===== src/rtl/lsu_pkg.sv =====
// lsu_pkg: funct3 constants, sequencer state encoding and access-size decode
package lsu_pkg;

    localparam logic [2:0] F3_B  = 3'b000;
    localparam logic [2:0] F3_H  = 3'b001;
    localparam logic [2:0] F3_W  = 3'b010;
    localparam logic [2:0] F3_BU = 3'b100;
    localparam logic [2:0] F3_HU = 3'b101;

    typedef enum logic [1:0] {IDLE, ACC0, ACC1, RESP} state_t;

    typedef struct packed {
        logic [2:0] n;
        logic       sgn;
        logic       legal;
    } size_t;

    // Unsigned variants exist only for loads.
    function automatic size_t size_decode(input logic [2:0] f3, input logic wr);
        size_t s;
        s.n     = (f3[1:0] == 2'b00) ? 3'd1 : (f3[1:0] == 2'b01) ? 3'd2 : 3'd4;
        s.sgn   = ~f3[2];
        s.legal = (f3 == F3_B) || (f3 == F3_H) || (f3 == F3_W) ||
                  (!wr && ((f3 == F3_BU) || (f3 == F3_HU)));
        return s;
    endfunction

endpackage


===== src/rtl/lsu_lane_align.sv =====
// lsu_lane_align: byte-lane masks, split detect, store scatter and load merge/extend
//   ofs/n/sgn     : byte offset, access size in bytes, sign-extend flag
//   wdata, r0, r1 : store data, first and second captured read words
//   be0/be1, split: lane enables per word, access crosses a word boundary
//   wd0/wd1, rdata: lane-positioned store words, extended load result
module lsu_lane_align (
    input  logic [1:0]  ofs,
    input  logic [2:0]  n,
    input  logic        sgn,
    input  logic [31:0] wdata,
    input  logic [31:0] r0,
    input  logic [31:0] r1,
    output logic [3:0]  be0,
    output logic [3:0]  be1,
    output logic        split,
    output logic [31:0] wd0,
    output logic [31:0] wd1,
    output logic [31:0] rdata
);

    logic [7:0]  m;
    logic [63:0] d64;
    logic [31:0] x;

    always_comb begin
        m     = {4'b0000, 4'((5'd1 << n) - 5'd1)} << ofs;
        be0   = m[3:0];
        be1   = m[7:4];
        split = |m[7:4];
        d64   = {32'b0, wdata} << {ofs, 3'b000};
        wd0   = d64[31:0];
        wd1   = d64[63:32];
        x     = 32'({r1, r0} >> {ofs, 3'b000});
        rdata = (n == 3'd1) ? {{24{sgn & x[7]}}, x[7:0]} :
                (n == 3'd2) ? {{16{sgn & x[15]}}, x[15:0]} : x;
    end

endmodule


===== src/rtl/lsu_sequencer.sv =====
// lsu_sequencer: one-at-a-time load/store controller issuing aligned bus words
//   clk_i, rst_i          : clock, synchronous active-high reset
//   req_i .. wdata_i      : memory-stage request (read/write, funct3, address, data)
//   busy_o, done_o, err_o : stall, completion pulse, error flag valid with done_o
//   rdata_o               : extended load result valid with done_o
//   bus_*                 : word-aligned bus transaction, held until bus_ack_i
module lsu_sequencer
    import lsu_pkg::*;
#(
    parameter bit SPLIT_EN = 1'b1
) (
    input  logic        clk_i,
    input  logic        rst_i,
    input  logic        req_i,
    input  logic        mem_read_i,
    input  logic        mem_write_i,
    input  logic [2:0]  funct_3_i,
    input  logic [31:0] addr_i,
    input  logic [31:0] wdata_i,
    output logic        busy_o,
    output logic        done_o,
    output logic        err_o,
    output logic [31:0] rdata_o,
    output logic        bus_req_o,
    output logic        bus_we_o,
    output logic [31:0] bus_addr_o,
    output logic [3:0]  bus_be_o,
    output logic [31:0] bus_wdata_o,
    input  logic        bus_ack_i,
    input  logic [31:0] bus_rdata_i
);

    state_t      state, state_n;
    size_t       sz;
    logic [31:0] addr_q, wdata_q, r0_q, r1_q, word0, wd0, wd1, ld_data;
    logic [2:0]  n_q;
    logic [3:0]  be0, be1;
    logic        sgn_q, we_q, err_q, split, split_in, bad, active;

    assign sz       = size_decode(funct_3_i, mem_write_i);
    assign split_in = ({1'b0, addr_i[1:0]} + sz.n) > 3'd4;
    assign bad      = (mem_read_i == mem_write_i) || !sz.legal || (split_in && !SPLIT_EN);
    assign word0    = {addr_q[31:2], 2'b00};

    lsu_lane_align u_align (
        .ofs   (addr_q[1:0]),
        .n     (n_q),
        .sgn   (sgn_q),
        .wdata (wdata_q),
        .r0    (r0_q),
        .r1    (r1_q),
        .be0   (be0),
        .be1   (be1),
        .split (split),
        .wd0   (wd0),
        .wd1   (wd1),
        .rdata (ld_data)
    );

    always_ff @(posedge clk_i) begin
        state <= rst_i ? IDLE : state_n;
    end

    always_comb begin
        state_n = (state == IDLE) ? (req_i ? (bad ? RESP : ACC0) : IDLE) :
                  (state == ACC0) ? (bus_ack_i ? (split ? ACC1 : RESP) : ACC0) :
                  (state == ACC1) ? (bus_ack_i ? RESP : ACC1) : IDLE;
        active      = (state == ACC0) || (state == ACC1);
        busy_o      = state != IDLE;
        done_o      = state == RESP;
        err_o       = done_o && err_q;
        rdata_o     = (done_o && !we_q && !err_q) ? ld_data : '0;
        bus_req_o   = active;
        bus_we_o    = active && we_q;
        bus_addr_o  = (state == ACC0) ? word0 : (state == ACC1) ? word0 + 32'd4 : '0;
        bus_be_o    = (state == ACC0) ? be0 : (state == ACC1) ? be1 : '0;
        bus_wdata_o = !bus_we_o ? '0 : (state == ACC1) ? wd1 : wd0;
    end

    always_ff @(posedge clk_i) begin
        if (rst_i) begin
            addr_q  <= '0;
            wdata_q <= '0;
            n_q     <= '0;
            sgn_q   <= 1'b0;
            we_q    <= 1'b0;
            err_q   <= 1'b0;
            r0_q    <= '0;
            r1_q    <= '0;
        end else begin
            if (state == IDLE && req_i) begin
                addr_q  <= addr_i;
                wdata_q <= wdata_i;
                n_q     <= sz.n;
                sgn_q   <= sz.sgn;
                we_q    <= mem_write_i;
                err_q   <= bad;
            end
            // r1 is cleared on the first word so a non-split merge sees zeros above r0.
            if (state == ACC0 && bus_ack_i) begin
                r0_q <= bus_rdata_i;
                r1_q <= '0;
            end
            if (state == ACC1 && bus_ack_i)
                r1_q <= bus_rdata_i;
        end
    end

endmodule


===== config.mk =====
export PLATFORM = sky130hd
export DESIGN_NAME = lsu_sequencer
export DESIGN_NICKNAME = d
export VERILOG_FILES = /design/src/rtl/lsu_pkg.sv /design/src/rtl/lsu_lane_align.sv /design/src/rtl/lsu_sequencer.sv
export SDC_FILE = /design/constraint.sdc
export NUM_CORES = 1
export LEC_CHECK = 0
export ABC_AREA = 0
export BUFFER_PORTS_ARGS = -buffer_cell sky130_fd_sc_hd__clkbuf_2
export CELL_PAD_IN_SITES_DETAIL_PLACEMENT = 0
export CELL_PAD_IN_SITES_GLOBAL_PLACEMENT = 2
export CORE_MARGIN = 10
export CORE_UTILIZATION = 30
export CTS_BUF_LIST = sky130_fd_sc_hd__clkbuf_16
export DETAILED_ROUTE_END_ITERATION = 10
export HOLD_SLACK_MARGIN = 0.08
export PLACE_DENSITY_LB_ADDON = 0.25
export SYNTH_ARGS = -nofsm -noshare
export SYNTH_HDL_FRONTEND = slang
export SYNTH_HIERARCHICAL = 1
export SYNTH_SLANG_ARGS = --single-unit
export TNS_END_PERCENT = 1

===== constraint.sdc =====
create_clock -name clk_i -period 2.9 [get_ports clk_i]
set_input_delay 0.58 -clock clk_i [delete_from_list [all_inputs] [get_ports clk_i]]
set_output_delay 0.58 -clock clk_i [all_outputs]
set_load 0.02 [all_outputs]

==> After elaboration in Yosys (flattened, before gate mapping) <==
Index checks and enable logic that the tools add are counted.
{ "totals": {"register_bits": 136, "input_bits": 105, "out_inout_bits": 105} }
{ "op_classes": {"add_sub_neg": 2, "eq_ne": 11, "shifts": 4, "n_mux": 21, "n_bitwise": 3, "reduce_logical": 24} }
{ "ops": {"columns": ["op", "n"], "rows": [
  ["32-bit 2-to-1 mux", 9],
  ["32-bit by 5-bit left shift with 64-bit output", 1],
  ["64-bit by 5-bit right shift with 32-bit output", 1],
  ["32-bit by 3-bit adder with 32-bit output (second input constant)", 1],
  ["2-bit 2-to-1 mux", 6],
  ["1-bit logical AND", 8],
  ["4-bit 2-to-1 mux", 2],
  ["4-bit by 2-bit left shift with 8-bit output", 1],
  ["3-bit by 1-bit == test with 1-bit output (second input constant)", 2],
  ["3-bit by 2-bit == test with 1-bit output (second input constant)", 2],
  ["3-bit == test (second input constant)", 2],
  ["1-bit logical OR", 6],
  ["3-bit 2-to-1 mux", 2],
  ["2-bit by 1-bit == test with 1-bit output (second input constant)", 2],
  ["2-bit == test (second input constant)", 2],
  ["1-bit logical NOT", 4],
  ["2-bit logical NOT", 2],
  ["2-bit nonzero test", 2],
  ["4-bit OR reduction", 1],
  ["1-bit by 3-bit left shift with 4-bit output (first input constant)", 1],
  ["4-bit by 1-bit subtractor with 4-bit output (second input constant)", 1],
  ["3-bit logical NOT", 1],
  ["1-bit bitwise AND", 2],
  ["1-bit 2-to-1 mux", 2],
  ["other kinds (2)", 2]
]} }

==> Longest topological paths before layout <==
Gate-level depths: netlist of the first run.
{ "depth": {"depth_word": 9, "mapped_depth": 10} }

==> Cells and area by module <==
The synthesis of the first run kept the hierarchy.
{ "modules_own_cells": {"columns": ["module", "n_inst", "cells_each", "area_each_um2"], "rows": [
  ["lsu_sequencer", 1, 857, 6433.7],
  ["lsu_lane_align", 1, 269, 1955.6]
]} }

==> Least setup slack after synthesis of the first run <==
Ideal clock, no wire load.
{ "synth_timing": {"path_kind": "flip-flop to output port", "startpoint": "register state[1]", "endpoint": "output bus_addr_o[30]", "t_arrival_ps": 2012, "required_ps": 2320, "path_slack_ps": 308, "path_stages_with_launch": 7, "path_cell_list": "dfxtp_1 -> inv_1 -> ha_1 -> nand2b_1 -> or4_4 -> or4_1 -> a21oi_1"} }
{ "synth_between": {"elab_chain_len": 3, "word_cells_on_any_way": 4, "classes_between": "eq/ne: 2; mux: 2"} }
{ "synth_lines": {"columns": ["item", "line", "source"], "rows": [
  ["from (decl)", "lsu_sequencer.sv:33", "state_t state, state_n;"],
  ["from (signal assigned)", "lsu_sequencer.sv:61", "state <= rst_i ? IDLE : state_n;"],
  ["2-bit == test", "lsu_sequencer.sv:75", "bus_addr_o = (state == ACC0) ? word0 : (state == ACC1) ? word0 + 32'd4 : '0;"],
  ["32-bit 2-to-1 mux", "lsu_sequencer.sv:75", null],
  ["32-bit 2-to-1 mux *", "lsu_sequencer.sv:75", null],
  ["to (decl)", "lsu_sequencer.sv:26", "output logic [31:0] bus_addr_o,"]
]} }
Every way passes the cells marked *; elsewhere a longest branch is shown, timed or not.

==> Worst setup path after layout of the first run <==
{ "layout_timing": {"startpoint": "register addr_q[0]", "endpoint": "output rdata_o[30]"} }
{ "layout_between": {"elab_chain_len": 5, "word_cells_on_any_way": 6, "classes_between": "shift: 1; mux: 3; bitwise: 2"} }
{ "layout_lines": {"columns": ["item", "line", "source"], "rows": [
  ["from (decl)", "lsu_sequencer.sv:35", "logic [31:0] addr_q, wdata_q, r0_q, r1_q, word0, wd0, wd1, ld_data;"],
  ["from (signal assigned)", "lsu_sequencer.sv:92", "addr_q <= addr_i;"],
  ["64-bit by 5-bit right shift with 32-bit output *", "lsu_lane_align.sv:33", "x = 32'({r1, r0} >> {ofs, 3'b000});"],
  ["1-bit bitwise AND", "lsu_lane_align.sv:35", "(n == 3'd2) ? {{16{sgn & x[15]}}, x[15:0]} : x;"],
  ["32-bit 2-to-1 mux", "lsu_lane_align.sv:35", null],
  ["32-bit 2-to-1 mux *", "lsu_lane_align.sv:34", "rdata = (n == 3'd1) ? {{24{sgn & x[7]}}, x[7:0]} :"],
  ["net ld_data[30]", "lsu_sequencer.sv:35", null],
  ["32-bit 2-to-1 mux *", "lsu_sequencer.sv:72", "rdata_o = (done_o && !we_q && !err_q) ? ld_data : '0;"],
  ["to (decl)", "lsu_sequencer.sv:23", "output logic [31:0] rdata_o,"]
]} }
Mark *: on every way through the listed nets, which the timed path passes. The rest lies on a longest branch.

==> Implementation_results.wiki, run 1 <==
{| class="wikitable"
! Metric !! Value
|-
| Largest fanout on the critical path || 62
|-
| Hold WC Path Type || in2reg
|-
| Data arrival time of the worst path || approximately 2.3 ns
|-
| Die Outline Area || approximately 34000 sq um
|-
| Clock Latency Late Sink || between 0.4 and 0.5 ns
|-
| Clock Path Buffers || 2
|-
| Root buffer cell || sky130_fd_sc_hd__clkbuf_16
|-
| Net Sw Power || approximately 1.7 mW
|-
| Final clock period utilization by the worst path || 100%
|-
| Gate power share || 19.1%
|-
| Slew HR || approximately 57%
|-
| Global-route usage over all layers || 17.6%
|-
| Pre-antenna DRT Iters || 5
|-
| Worst path setup slack after routing || -0.0115 ns
|-
| Data required time at the worst endpoint || around 2.3 ns
|-
| Number of pins with negative max-slew slack in the final report || 0
|-
| Clk_skew || between 0.015 and 0.02 ns
|-
| Status || complete, but fails checks
|-
| Instance count after placement with tap cells included || roughly 1600
|-
| Tightest Pin Transition || roughly 0.65 ns
|-
| First DRT Iteration DRCs || about 640
|-
| Number of hold-repair buffers added at the cts stage || 0
|-
| Cell leakage power || around 4.2 nW
|-
| Non-filler cells in the finished layout || about 1600
|-
| Number of buffer cells added on primary ports || approximately 210
|-
| Total Nets Final || 1386
|-
| DP HPWL || around 23000 um
|-
| Clock net sink count || about 130
|-
| Violations in the final reports || setup timing
|-
| Number of rows created at floorplan || 60
|-
| Number of max-capacitance violations reported || 0
|-
| Pin count of the biggest net entering global routing || 63
|-
| Overall routed net length || approximately 30000 um
|-
| Top Metal Used || met4
|-
| Die Span X || roughly 180 um
|-
| Element type at the critical path end || output port
|-
| Power, Total || about 5.3 mW
|-
| Final Critical Period || ~2.9 ns
|-
| Cell Area, Placed || approximately 9600 sq um
|-
| Hold violation total from the final report || 0
|-
| Number of remaining DRC errors || 0
|-
| Power share of the sequential group || between 30% and 40%
|-
| Largest voltage drop on the vdd net || roughly 300 uV
|-
| Summed area of non-filler cells in the final layout || between 10000 and 15000 sq um
|-
| Post-DR wirelength/cell || 18.9 um
|-
| Vias after detailed routing || around 8300
|-
| GP Congestion || ~0.86
|-
| Routed wl met3 || 1480 um
|-
| TritonCTS clock tree || done
|-
| Switching Fraction || between 30% and 40%
|-
| P&R area growth vs syn || 27.1%
|-
| Detailed-route wire length on metal 1 || approximately 15000 um
|-
| Die Ht || between 150 and 200 um
|-
| Layout cells sized above 1 || between 20 and 30%
|-
| Final antenna-violating net count || 0
|-
| Top achievable clock speed || roughly 0.34 GHz
|-
| Met2 wire length || about 14000 um
|-
| Setup slack, reg-to-reg || approximately 0.9 ns
|-
| # diodes || 0
|-
| Total of warnings raised by yosys || 6
|-
| GRT Residual Overflow || 0
|-
| Cell Int Power || between 3 and 4 mW
|-
| Setup Slack @ Placement || 0.238 ns
|-
| Cell area after technology mapping || ~8000 sq um
|-
| Core Footprint || 26800 sq um
|-
| Post-CTS clock slew at the launch and capture registers of the worst setup and hold paths || roughly 0.070 ns
|-
| Number of levels in the clock H-tree || 4
|-
| PwrDens || 516 nW/um^2
|-
| Initial core utilization || a little under a third
|-
| Final number of setup-violating endpoints || 1
|-
| CP Class || reg2out
|-
| CTS Buf Count || 17
|-
| Antenna violations before repair || 0
|-
| Post-Syn Instances || ~1100
|-
| Avg Synthesized Cell Area || roughly 7.4 sq um
|-
| First-pass GRT wire length || 47200 um
|-
| Type of origin of the critical path || flop
|-
| Per-cell via count in the routed design || 5.08
|-
| Clock share of power || 43.7%
|-
| Vias in the first global route || about 8000
|-
| Ports placed on the boundary || 210
|-
| RSZ-0062 raised after global routing || yes
|}
-- power by group through the flow --
stage	sequential (mW)	clock, mW	combinational (mW)
finish	1.99	2.34	1.02
global route	2.00	2.48	1.13
CTS	1.98	2.41	1.02
detailed placement	2.02	0	1.00
global placement	2.01	0	1.00
floorplan	1.97	0	0.666
-- placed cells by master, fill, tap and decap left out, drive strengths merged, types with 3 or more instances in the layout --
cell,count
and2,47
buf,47
nor3b,4
a211o,3
a22oi,25
nor3,8
mux2,8
ha,6
and4,4
bufinv,3
a22o,4
and3,14
mux4,17
o41ai,5
clkbuf,219
o21ai,62
dfxtp,128
nand2b,4
or4,9
nor2,99
inv,21
nand2,256
o211ai,4
o31ai,7
mux2i,82
or3,5
a21oi,137
nand3,18
nand4,10
conb,11
-- critical path, cell delays in order, from the launching register on --
cell	delay, ns
sky130_fd_sc_hd__dfxtp_4	0.38
sky130_fd_sc_hd__buf_12	0.30
sky130_fd_sc_hd__mux2_2	0.39
sky130_fd_sc_hd__o21ai_0	0.33
sky130_fd_sc_hd__o21ai_0	0.12
sky130_fd_sc_hd__and2_1	0.18
sky130_fd_sc_hd__clkbuf_2	0.16
-- per-layer routing --
metal / GRT usage (%) / vias up
met4: 3.84 / 0
met5: 0 / -
met2: 28.0 / 217
met3: 3.52 / 21
li1: - / 4133
met1: 24.0 / 3901
-- sequential cells by signal, indices dropped and copies added, names as in the netlist --
name,count
sgn_q,1
err_q,1
r0_q,32
n_q,3
state,2
r1_q,24
we_q,1
wdata_q,32
addr_q,32
-- final cells by class --
class,instances,area [sq um]
inverters,12,45.0
well taps,341,427
clock buffers,17,425
multi-input cells,867,5190
flip-flops and latches,128,2600
repair buffers,249,1460
fillers,2908,16500
clock inverters,15,198
-- worst paths after layout --
kind	depth (start not counted)	endpoint	startpoint
max	6	rdata_o[30]	addr_q[0]
min	3	addr_q[4]	addr_i[4]
max reg2reg	6	addr_q[0]	state[0]
min reg2reg	2	r0_q[4]	r0_q[4]
-- what timing repair did --
action                     CTS  global route
buffers inserted             2             0
pin swaps                    5             5
setup endpoints to repair   21            48
resized for setup           26            34
-- stage by stage --
step / util (%) / hold slack [ns] / setup TNS [ns]
floorplan: - / 0.433 / 0
finish: 38.6 / 0.367 / -0.0115
global route: 38.6 / 0.358 / -0.628
CTS: 38.3 / 0.351 / -0.0849
detailed placement: 35.6 / 0.447 / 0
global placement: 35.6 / 0.448 / 0
(Power assumes the default switching activity.)
==> run 2, diff against run 1 <==
clock period = 3.3 ns   (was 2.9 ns; I/O delays follow)
==> Implementation_results.wiki, run 2 (synthesis results as in run 1) <==
{| class="wikitable"
! Metric !! Value
|-
| Ports placed on the boundary || 210 (unchanged)
|-
| RSZ-0062 raised after global routing || yes (unchanged)
|-
| # diodes || 0 (unchanged)
|-
| Final clock period utilization by the worst path || between 90% and 100%
|-
| Tightest Pin Transition || 0.793 ns (was 0.646 ns)
|-
| Die Span X || 185 um (unchanged)
|-
| Clk_skew || 0.0188 ns (was 0.0161 ns)
|-
| Number of remaining DRC errors || 0 (unchanged)
|-
| Final number of setup-violating endpoints || 0 (was 1)
|-
| Core Footprint || 26800 sq um (unchanged)
|-
| Data arrival time of the worst path || 2.55 ns (was 2.33 ns)
|-
| Summed area of non-filler cells in the final layout || 10000 sq um (was 10300 sq um)
|-
| Overall routed net length || 31000 um (was 30800 um)
|-
| First DRT Iteration DRCs || 507 (was 636)
|-
| TritonCTS clock tree || done (unchanged)
|-
| Layout cells sized above 1 || 24.5% (was 27.8%)
|-
| Largest voltage drop on the vdd net || 352 uV (was 309 uV)
|-
| Hold violation total from the final report || 0 (unchanged)
|-
| Final Critical Period || 3.21 ns
|-
| GP Congestion || 0.921 (was 0.859)
|-
| Vias in the first global route || 8063 (was 8075)
|-
| GRT Residual Overflow || 0 (unchanged)
|-
| Met1 track demand over resource in global routing || 24.6% (was 24.0%)
|-
| Final antenna-violating net count || 0 (unchanged)
|-
| Post-Route Setup TNS || 0 ns (was -0.0115 ns)
|-
| Number of rows created at floorplan || 60 (unchanged)
|-
| Data required time at the worst endpoint || 2.64 ns (was 2.32 ns)
|-
| Top library cells by usage in the layout, fill and taps aside || sky130_fd_sc_hd__nand2_1 (255), sky130_fd_sc_hd__clkbuf_2 (206), sky130_fd_sc_hd__a21oi_1 (137), sky130_fd_sc_hd__dfxtp_1 (126), sky130_fd_sc_hd__nor2_1 (99) (was sky130_fd_sc_hd__nand2_1 (255), sky130_fd_sc_hd__clkbuf_2 (201), sky130_fd_sc_hd__a21oi_1 (137), sky130_fd_sc_hd__dfxtp_1 (107), sky130_fd_sc_hd__nor2_1 (97))
|-
| Setup Buffers After CTS || 0 (was 2)
|-
| DP HPWL || 22500 um (was 22600 um)
|-
| Root buffer cell || sky130_fd_sc_hd__clkbuf_16 (unchanged)
|-
| Pin count of the biggest net entering global routing || 63 (unchanged)
|-
| Global-route met3 utilization || 3.60% (was 3.52%)
|-
| Total Nets Final || 1373 (was 1386)
|-
| Per-cell via count in the routed design || 5.08 (about the same)
|-
| Number of buffer cells added on primary ports || 207 (unchanged)
|-
| GR Layer Usage met2 || 28.7% (was 28.0%)
|-
| Die Ht || 185 um (unchanged)
|-
| Biggest regs || addr_q x32, r0_q x32, wdata_q x32 (unchanged)
|-
| Antenna violations before repair || 0 (unchanged)
|-
| Hold WC Path Type || in2reg (unchanged)
|-
| PwrDens || 449 nW/um^2 (was 516 nW/um^2)
|-
| Delay of the slowest critical-path stage || 0.51 ns (was 0.39 ns)
|-
| Number of levels in the clock H-tree || 4 (unchanged)
|-
| Number of pins with negative max-slew slack in the final report || 0 (unchanged)
|-
| Clock Path Buffers || 2 (unchanged)
|-
| Status || finished clean (was complete, but fails checks)
|-
| Non-filler cells in the finished layout || 1616 (was 1629)
|-
| Element type at the critical path end || output port (unchanged)
|-
| CP Class || reg2out (unchanged)
|-
| Type of origin of the critical path || flop (unchanged)
|-
| Worst path cell trace || inv_1 -> ha_2 -> nand2b_1 -> or4_4 -> or4_1 -> a21oi_1 -> clkbuf_2 (was buf_12 -> mux2_2 -> o21ai_0 -> o21ai_0 -> and2_1 -> clkbuf_2)
|-
| Post-DR wirelength/cell || 19.2 um (was 18.9 um)
|-
| Most Crowded Layer GR || met2 (unchanged)
|-
| Clock net sink count || 128 (unchanged)
|-
| Vias after detailed routing || 8210 (was 8272)
|-
| Cell Area, Placed || 9440 sq um (was 9550 sq um)
|-
| Number of max-capacitance violations reported || 0 (unchanged)
|-
| Slew HR || 47.2% (was 56.9%)
|-
| Global-route usage over all layers || 17.9% (was 17.6%)
|-
| Most common cell after layout, fill and taps aside || sky130_fd_sc_hd__nand2_1 (unchanged)
|-
| Instance count after placement with tap cells included || 1584 (was 1595)
|-
| CTS Buf Count || 17 (unchanged)
|-
| P&R area growth vs syn || 23.4% (was 27.1%)
|-
| Top achievable clock speed || slightly above 0.3 GHz
|-
| Largest fanout on the critical path || 10 (was 62)
|-
| Clock Latency Late Sink || 0.44 ns (was 0.42 ns)
|-
| Cell with the biggest individual delay on the critical path || sky130_fd_sc_hd__or4_1 (was sky130_fd_sc_hd__mux2_2)
|-
| Pre-antenna DRT Iters || 5 (unchanged)
|-
| Post-CTS clock slew at the launch and capture registers of the worst setup and hold paths || 0.07 ns (about the same)
|-
| First-pass GRT wire length || 48000 um (was 47200 um)
|-
| Initial core utilization || 30.4% (unchanged)
|-
| Cell leakage power || 4.03 nW (was 4.15 nW)
|-
| Die Outline Area || 34100 sq um (unchanged)
|}
## run 2: layer usage
layer | share of wire (%) | wire length, um
met1 | 48 | 14900
met2 | 46 | 14400
met3 | 5.1 | 1590
met4 | 0.66 | 204
met5 | 0 | 0
## run 2: final timing paths
check                                     start              to  slack, ns  depth (start not counted)
worst max-delay path                   state[1]  bus_addr_o[30]       0.09                          7
worst min register to register          r0_q[6]         r0_q[6]       0.46                          2
worst max register to register         state[0]       addr_q[0]       1.29                          6
worst min-delay path            bus_rdata_i[27]        r0_q[27]       0.44                          3
## run 2: worst max-delay path: cells and delay by family (launching register included)
| kind | cells | cell delay, ns |
|---|---|---|
| buf+inv | 2 | 0.27 |
| compound gates | 1 | 0.17 |
| fa+ha+maj | 1 | 0.23 |
| simple gates | 3 | 1.11 |
| flops | 1 | 0.35 |
## run 2: power by group
group	total (mW)	internal, mW	switching (mW)
combinational	0.848	0.322	0.525
clock	1.91	1.02	0.887
sequential	1.76	1.64	0.120
total	4.51	2.98	1.53
## run 2: layout make-up
class,instances,area [sq um]
inverter,12,45.0
sequential,128,2570
multi-input combinational,867,5100
timing repair buffer,236,1330
tap,341,427
clock buffer,17,425
fill,2919,16800
clock inverter,15,158
## run 2: repair_timing
item                                    CTS  global route
endpoints found under the setup margin    1            14
cloned                                    0             0
gates resized for setup                   1             5
hold buffers                              0             0
## run 2: per-stage QoR
stage	utilization [%]	setup WS [ns]	hold slack, ns	power [mW]
after floorplan	-	0.628	0.433	2.32
after global placement	35.2	0.474	0.445	2.64
after detailed placement	35.2	0.464	0.449	2.65
after CTS	37.4	0.0263	0.426	4.58
after global routing	37.5	-0.0407	0.438	4.74
final	37.5	0.0870	0.442	4.51
